### config.mk
export PLATFORM = sky130hd
export DESIGN_NAME = baud_rate_gen_flat
export DESIGN_NICKNAME = d
export VERILOG_FILES = /design/src/rtl/baud_pkg.sv /design/src/rtl/baud_rate_gen_if.sv /design/src/rtl/baud_prescaler.sv /design/src/rtl/baud_rate_gen.sv /design/src/flat_wrapper.sv
export SDC_FILE = /design/constraint.sdc
export NUM_CORES = 1
export LEC_CHECK = 0
export BUFFER_PORTS_ARGS = -buffer_cell sky130_fd_sc_hd__buf_4
export CORE_AREA = 2 2 66 68
export CTS_CLUSTER_DIAMETER = 150
export DETAILED_ROUTE_END_ITERATION = 16
export DIE_AREA = 0 0 68 70
export GPL_TIMING_DRIVEN = 0
export PLACE_DENSITY_LB_ADDON = 0.05
export SLEW_MARGIN = 40
export SYNTH_ARGS = -nofsm -noshare
export SYNTH_HDL_FRONTEND = slang
export SYNTH_SLANG_ARGS = --single-unit
export TNS_END_PERCENT = 10
### constraint.sdc
create_clock -name sysclk -period 2.78 [get_ports sysclk]
set_input_delay 0.139 -clock sysclk [delete_from_list [all_inputs] [get_ports sysclk]]
set_output_delay 0.139 -clock sysclk [all_outputs]
set_load 0.005 [all_outputs]
### src/rtl/baud_pkg.sv
// Shared defaults and helpers for the UART baud/oversample clock generator.
package baud_pkg;

   localparam int BAUD_DIV_W       = 10;
   localparam int BAUD_DEFAULT_DIV = 163;
   localparam int BAUD_OVERSAMPLE  = 16;

   // A zero half-period would stall the counter, so it is promoted to 1.
   function automatic logic [31:0] sat_div(input logic [31:0] div);
      return (div == 32'd0) ? 32'd1 : div;
   endfunction

endpackage

### src/rtl/baud_rate_gen_if.sv
// Control and tick bundle between the baud generator and its UART clients.
interface baud_rate_gen_if
   import baud_pkg::*;
#(
   parameter int DIV_W      = BAUD_DIV_W,
   parameter int OVERSAMPLE = BAUD_OVERSAMPLE
);
   localparam int PH_W = $clog2(OVERSAMPLE);

   logic             en;
   logic [DIV_W-1:0] div_i;
   logic             div_load;
   logic             resync;
   logic             clk_out;
   logic             tick_os;
   logic             tick_bit;
   logic [PH_W-1:0]  os_phase;

   modport master (
      output en, div_i, div_load, resync,
      input  clk_out, tick_os, tick_bit, os_phase
   );

   modport slave (
      input  en, div_i, div_load, resync,
      output clk_out, tick_os, tick_bit, os_phase
   );

endinterface

### src/rtl/baud_prescaler.sv
// Half-period counter with shadowed divisor; drives the 50%-duty clock and
// a one-cycle strobe on every rising toggle.
module baud_prescaler
   import baud_pkg::*;
#(
   parameter int DIV_W       = BAUD_DIV_W,
   parameter int DEFAULT_DIV = BAUD_DEFAULT_DIV
) (
   input  logic             sysclk,
   input  logic             reset,
   input  logic             en,
   input  logic [DIV_W-1:0] div_i,
   input  logic             div_load,
   input  logic             resync,
   output logic             clk_out,
   output logic             rise
);

   localparam logic [DIV_W-1:0] DIV_RST = DIV_W'(DEFAULT_DIV);
   localparam logic [DIV_W-1:0] CNT_ONE = DIV_W'(1);

   logic [DIV_W-1:0] cnt_q, cnt_d;
   logic [DIV_W-1:0] div_q, div_d;
   logic [DIV_W-1:0] div_n_q, div_n_d;
   logic             pend_q, pend_d;
   logic             clk_q, clk_d;
   logic [DIV_W-1:0] div_sat;
   logic             wrap;

   assign div_sat = DIV_W'(sat_div(32'(div_i)));

   // >= rather than == so a smaller divisor loaded while frozen wraps at once.
   assign wrap    = en && !resync && (cnt_q >= div_q);
   assign rise    = wrap && !clk_q;
   assign clk_out = clk_q;

   always_comb begin
      // NOTE: every _d starts at its hold value so no path leaves it unassigned and infers a latch.
      cnt_d   = cnt_q;
      clk_d   = clk_q;
      div_d   = div_q;
      div_n_d = div_n_q;
      pend_d  = pend_q;
      if (resync) begin
         cnt_d  = CNT_ONE;
         clk_d  = 1'b0;
         pend_d = 1'b0;
         if (div_load)    div_d = div_sat;
         else if (pend_q) div_d = div_n_q;
      end else if (!en) begin
         if (div_load) begin
            div_d  = div_sat;
            pend_d = 1'b0;
         end
      end else if (wrap) begin
         cnt_d  = CNT_ONE;
         clk_d  = ~clk_q;
         pend_d = 1'b0;
         if (div_load)    div_d = div_sat;
         else if (pend_q) div_d = div_n_q;
      end else begin
         cnt_d = cnt_q + CNT_ONE;
         if (div_load) begin
            div_n_d = div_sat;
            pend_d  = 1'b1;
         end
      end
   end

   always_ff @(posedge sysclk or posedge reset) begin
      if (reset) begin
         cnt_q   <= CNT_ONE;
         div_q   <= DIV_RST;
         div_n_q <= DIV_RST;
         pend_q  <= 1'b0;
         clk_q   <= 1'b0;
      end else begin
         // NOTE: non-blocking updates so every flop samples the pre-edge values together.
         cnt_q   <= cnt_d;
         div_q   <= div_d;
         div_n_q <= div_n_d;
         pend_q  <= pend_d;
         clk_q   <= clk_d;
      end
   end

endmodule

### src/rtl/baud_rate_gen.sv
// UART baud generator top: prescaler plus oversample-phase counter and
// registered tick_os / tick_bit pulses.
module baud_rate_gen
   import baud_pkg::*;
#(
   parameter int DIV_W       = BAUD_DIV_W,
   parameter int DEFAULT_DIV = BAUD_DEFAULT_DIV,
   parameter int OVERSAMPLE  = BAUD_OVERSAMPLE
) (
   input logic            sysclk,
   input logic            reset,
   baud_rate_gen_if.slave bus
);

   localparam int              PH_W    = $clog2(OVERSAMPLE);
   localparam logic [PH_W-1:0] PH_LAST = PH_W'(OVERSAMPLE - 1);
   localparam logic [PH_W-1:0] PH_ONE  = PH_W'(1);

   logic            rise;
   logic [PH_W-1:0] os_phase_q, os_phase_d;
   logic            tick_os_q, tick_os_d;
   logic            tick_bit_q, tick_bit_d;

   baud_prescaler #(
      .DIV_W       (DIV_W),
      .DEFAULT_DIV (DEFAULT_DIV)
   ) u_prescaler (
      .sysclk   (sysclk),
      .reset    (reset),
      .en       (bus.en),
      .div_i    (bus.div_i),
      .div_load (bus.div_load),
      .resync   (bus.resync),
      .clk_out  (bus.clk_out),
      .rise     (rise)
   );

   // rise is already suppressed by en=0 and resync, so ticks drop to 0 there.
   always_comb begin
      os_phase_d = os_phase_q;
      tick_os_d  = 1'b0;
      tick_bit_d = 1'b0;
      if (bus.resync) begin
         os_phase_d = '0;
      end else if (rise) begin
         tick_os_d  = 1'b1;
         tick_bit_d = (os_phase_q == PH_LAST);
         os_phase_d = (os_phase_q == PH_LAST) ? '0 : os_phase_q + PH_ONE;
      end
   end

   always_ff @(posedge sysclk or posedge reset) begin
      if (reset) begin
         os_phase_q <= '0;
         tick_os_q  <= 1'b0;
         tick_bit_q <= 1'b0;
      end else begin
         os_phase_q <= os_phase_d;
         tick_os_q  <= tick_os_d;
         tick_bit_q <= tick_bit_d;
      end
   end

   assign bus.os_phase = os_phase_q;
   assign bus.tick_os  = tick_os_q;
   assign bus.tick_bit = tick_bit_q;

endmodule

### src/flat_wrapper.sv
// flat-port wrapper written by rule: the top's interface ports become plain ports
module baud_rate_gen_flat import baud_pkg::*;
#(
   parameter int DIV_W       = BAUD_DIV_W,
   parameter int DEFAULT_DIV = BAUD_DEFAULT_DIV,
   parameter int OVERSAMPLE  = BAUD_OVERSAMPLE
)
  (sysclk, reset, bus_en, bus_div_i, bus_div_load, bus_resync, bus_clk_out, bus_tick_os, bus_tick_bit, bus_os_phase);
  baud_rate_gen_if #(.DIV_W(DIV_W), .OVERSAMPLE(OVERSAMPLE)) bus_i ();
  input logic sysclk;
  input logic reset;
  input wire logic [$bits(bus_i.en)-1:0] bus_en;
  input wire logic [$bits(bus_i.div_i)-1:0] bus_div_i;
  input wire logic [$bits(bus_i.div_load)-1:0] bus_div_load;
  input wire logic [$bits(bus_i.resync)-1:0] bus_resync;
  output wire logic [$bits(bus_i.clk_out)-1:0] bus_clk_out;
  output wire logic [$bits(bus_i.tick_os)-1:0] bus_tick_os;
  output wire logic [$bits(bus_i.tick_bit)-1:0] bus_tick_bit;
  output wire logic [$bits(bus_i.os_phase)-1:0] bus_os_phase;
  assign bus_i.en = bus_en;
  assign bus_i.div_i = bus_div_i;
  assign bus_i.div_load = bus_div_load;
  assign bus_i.resync = bus_resync;
  assign bus_clk_out = bus_i.clk_out;
  assign bus_tick_os = bus_i.tick_os;
  assign bus_tick_bit = bus_i.tick_bit;
  assign bus_os_phase = bus_i.os_phase;
  baud_rate_gen #(.DIV_W(DIV_W), .DEFAULT_DIV(DEFAULT_DIV), .OVERSAMPLE(OVERSAMPLE)) u_core (.sysclk(sysclk), .reset(reset), .bus(bus_i));
endmodule
==> results.yml <==
route:
  vias: 2046
  drtPass1Iterations: 4
  viasPerCell: 6.16
  drt_iter0_drc: 177
  wl_per_cell_um: 16.7
  routed_wl_um: 5560
  detail-route-antenna-nets: 0
  drc: 0
critical_path:
  r2r_slack_ps: 210
  crit_arrival_ps: 2770
  worstSetupPathType: "reg -> reg"
  cp_slowest_cell: "dfstp_2"
  critPathMaxFanout: 10
  r2r_start: "u_core.u_prescaler.cnt_q[0]"
  crit_start: "u_core.u_prescaler.cnt_q[0]"
  path_cells: "inv_1, ha_1, nand2b_1, a21o_1, a2111oi_4, buf_2, a31oi_1, o21ai_0"
  crit_path_end_kind: "register"
  start_kind: "register"
  slowest_delay_ps: 580
  cp.required_ps: 2980
power_and_ir_drop:
  leakage_uw: 0.00120
  pwr_density_cell_mw_per_mm2: 534
  max-vdd-ir-drop_mv: 0.318
  finalPower_uw: 1440
synth:
  synth_most_common_cell: "dfrtp_1"
  synth-simple-area-share_pct: 19.9
  synth-compound-area-share_pct: 21.6
  synth_area_leaders: "dfrtp_1, dfstp_2, ha_1, mux2_1, a31oi_1"
  ys.flop_type: "dfrtp_1"
  synth_edf_count: 0
  synth_mux_area_share_pct: 6.21
  synth.top_cells.by_count: "dfrtp_1, nor2_1, inv_1"
  syn_area_sq_mm: 0.00234
  ys_ff_latch: 38
  yosys.area.top_type_share_pct: 31.0
  syn-num-nets: 278
  syn_avg_cell_area_sq_um: 9.31
  yosys.area_share.adder_pct: 6.42
  yosys_warnings: 0
  ys_seq_area_share_pct: 41.2
  synth_top_area_cell: "dfrtp_1"
  synth_top_family_by_area: "compound AO/OA/AOI/OAI gates"
  synth-async-reset-ratio_pct: 100
  synth_cell_types: 46
  synth_cells: 251
  synth_xor_area_share_pct: 0
outcome:
  status: "finished, final reports clean"
global_routing:
  antenna_found_initial: 0
  grt_max_degree: 21
  track_usage_pct: 26.8
  grt_overflow_total: 0
  grt_pass1_vias: 2084
  grt_pass1_wl_um: 9770
final_layout:
  finalNonFillerCells: 332
  antenna_cells: 0
  nFillCells: 373
  nets: 307
  drive_above_1_share_pct: 17.5
  syn2layout_area_growth_pct: 15.6
clock_tree:
  clkLatencyLatePin_ps: 290
  holdBufCountCts: 1
  clock_sinks: 38
  post_cts_buffers: 0
  cts_tree: "done"
  h-tree-depth: 2
  cts_buffers: 5
  clk_pin_slew_ps: 70
  max-clock-path-buffers: 2
  clock_tree.root_cell: "clkbuf_8"
  ctsResizeCount: 0
placed_design:
  dp_hpwl_um: 4050
  place_inst: 324
  place.gp.congestion: 0.805
  portBuffers: 20
sta:
  fin_skew_ps: 3.40
  tightestPinTransition_ps: 638
  min_period_ps: 2570
  max_freq_mhz: 389
  setup_viol: 0
  rsz0062_at_grt: "false"
  drv_slew: 0
  fin_crit_sh_pct: 92.4
  relSlewSlack_pct: 57.3
  fin_hold_ws_ps: 78.2
  hold_violations: 0
  tns_ps: 0
die:
  dieHeight_um: 70
  core_area_sq_mm: 0.00414
  dieWidth_um: 68
  initial_utilization_pct: 56.4
  die_area_sq_mm: 0.00476
  io_pins: 22
  fp-row-count: 24
min_path:
  holdCritPathClass: "in -> reg"
  min-delay-start: "bus_div_i[4]"
run:
  drv_cap: 0
-- final timing paths --
kind / to / cells past startpoint
min reg2reg: u_core.u_prescaler.div_n_q[2] / 1
max reg2reg: u_core.u_prescaler.cnt_q[3] / 8
max: u_core.u_prescaler.cnt_q[3] / 8
max in group asynchronous: u_core.u_prescaler.div_q[1] / 4
min in group asynchronous: u_core.u_prescaler.div_q[6] / 3
min: u_core.u_prescaler.div_n_q[4] / 2
-- power breakdown --
group | leakage, uW | internal, uW | total [uW] | switching [uW]
Sequential | 0.000471 | 636 | 679 | 42.5
Combinational | 0.000676 | 127 | 287 | 160
Clock | 0.0000573 | 287 | 477 | 190
Total | 0.00120 | 1050 | 1440 | 392
-- critical path: cells and delay by family (launching register included) --
family | cells | cell delay (ps)
AOI/OAI and AO/OA | 4 | 1100
adders and majority gates | 1 | 280
buffers and inverters | 2 | 380
DFF | 1 | 580
and+or+nand+nor | 1 | 140
-- metrics by stage --
step	util, %	area, sq um	worst slack, ps
floorplan	-	2340	480
global placement	61.6	2550	242
detailed placement	62.3	2580	212
CTS	65.2	2700	222
global route	65.2	2700	85.0
finish	65.2	2700	212
-- final cells by class --
class                   instances  area, sq um  area share [%]
flip-flops and latches         38          962            35.6
inverters                      16         60.1            2.22
clock inverters                 1         30.0            1.11
clock buffers                   6         82.6            3.06
plain buffers                  13         51.3            1.90
multi-input cells             184         1260            46.8
well taps                      52         65.1            2.41
repair buffers                 22          188            6.94
-- flip-flops by register name, summed over array words and instances, names as in the netlist --
| register | count |
|---|---|
| u_core.u_prescaler.cnt_q | 10 |
| u_core.u_prescaler.div_n_q | 10 |
| u_core.u_prescaler.div_q | 10 |
| u_core.bus.os_phase | 4 |
| u_core.bus.tick_bit | 1 |
| u_core.bus.tick_os | 1 |
| u_core.u_prescaler.clk_out | 1 |
| u_core.u_prescaler.pend_q | 1 |
-- cell families (layout without fill, tap and decap cells) --
logic type / count (synthesis) / in the layout
flops: 38 / 38
simple gates: 88 / 88
compound gates: 71 / 71
fa+ha+maj: 12 / 12
mux: 13 / 13
buf+inv: 29 / 58
-- routing by layer --
layer | wire (um) | global-route usage, % | vias to the layer above
met2 | 2760 | 43.7 | 38
met1 | 2570 | 35.9 | 1009
li1 | - | - | 992
met5 | 0 | 0 | -
met4 | 61 | 7.78 | 0
met3 | 177 | 4.67 | 7
-- cell usage in the layout (no fill, tap or decap), drive strengths merged, types with 2 or more instances in the layout --
master / synthesis / layout
nor2: 20 / 20
nand3: 10 / 10
nor4: 3 / 3
nand2: 14 / 14
dfrtp: 29 / 29
ha: 12 / 12
nor2b: 3 / 3
a31oi: 15 / 15
a211oi: 11 / 11
and3: 2 / 2
dfstp: 9 / 9
nand2b: 5 / 5
a21o: 2 / 2
nand4: 6 / 6
buf: 3 / 24
o21ai: 16 / 16
nor3: 11 / 11
a22o: 5 / 5
a211o: 3 / 3
or3: 5 / 5
mux2: 12 / 12
o22ai: 2 / 2
a21oi: 6 / 6
nand3b: 6 / 6
clkbuf: 10 / 16
inv: 16 / 16
Power figures use the tool's default switching activity.
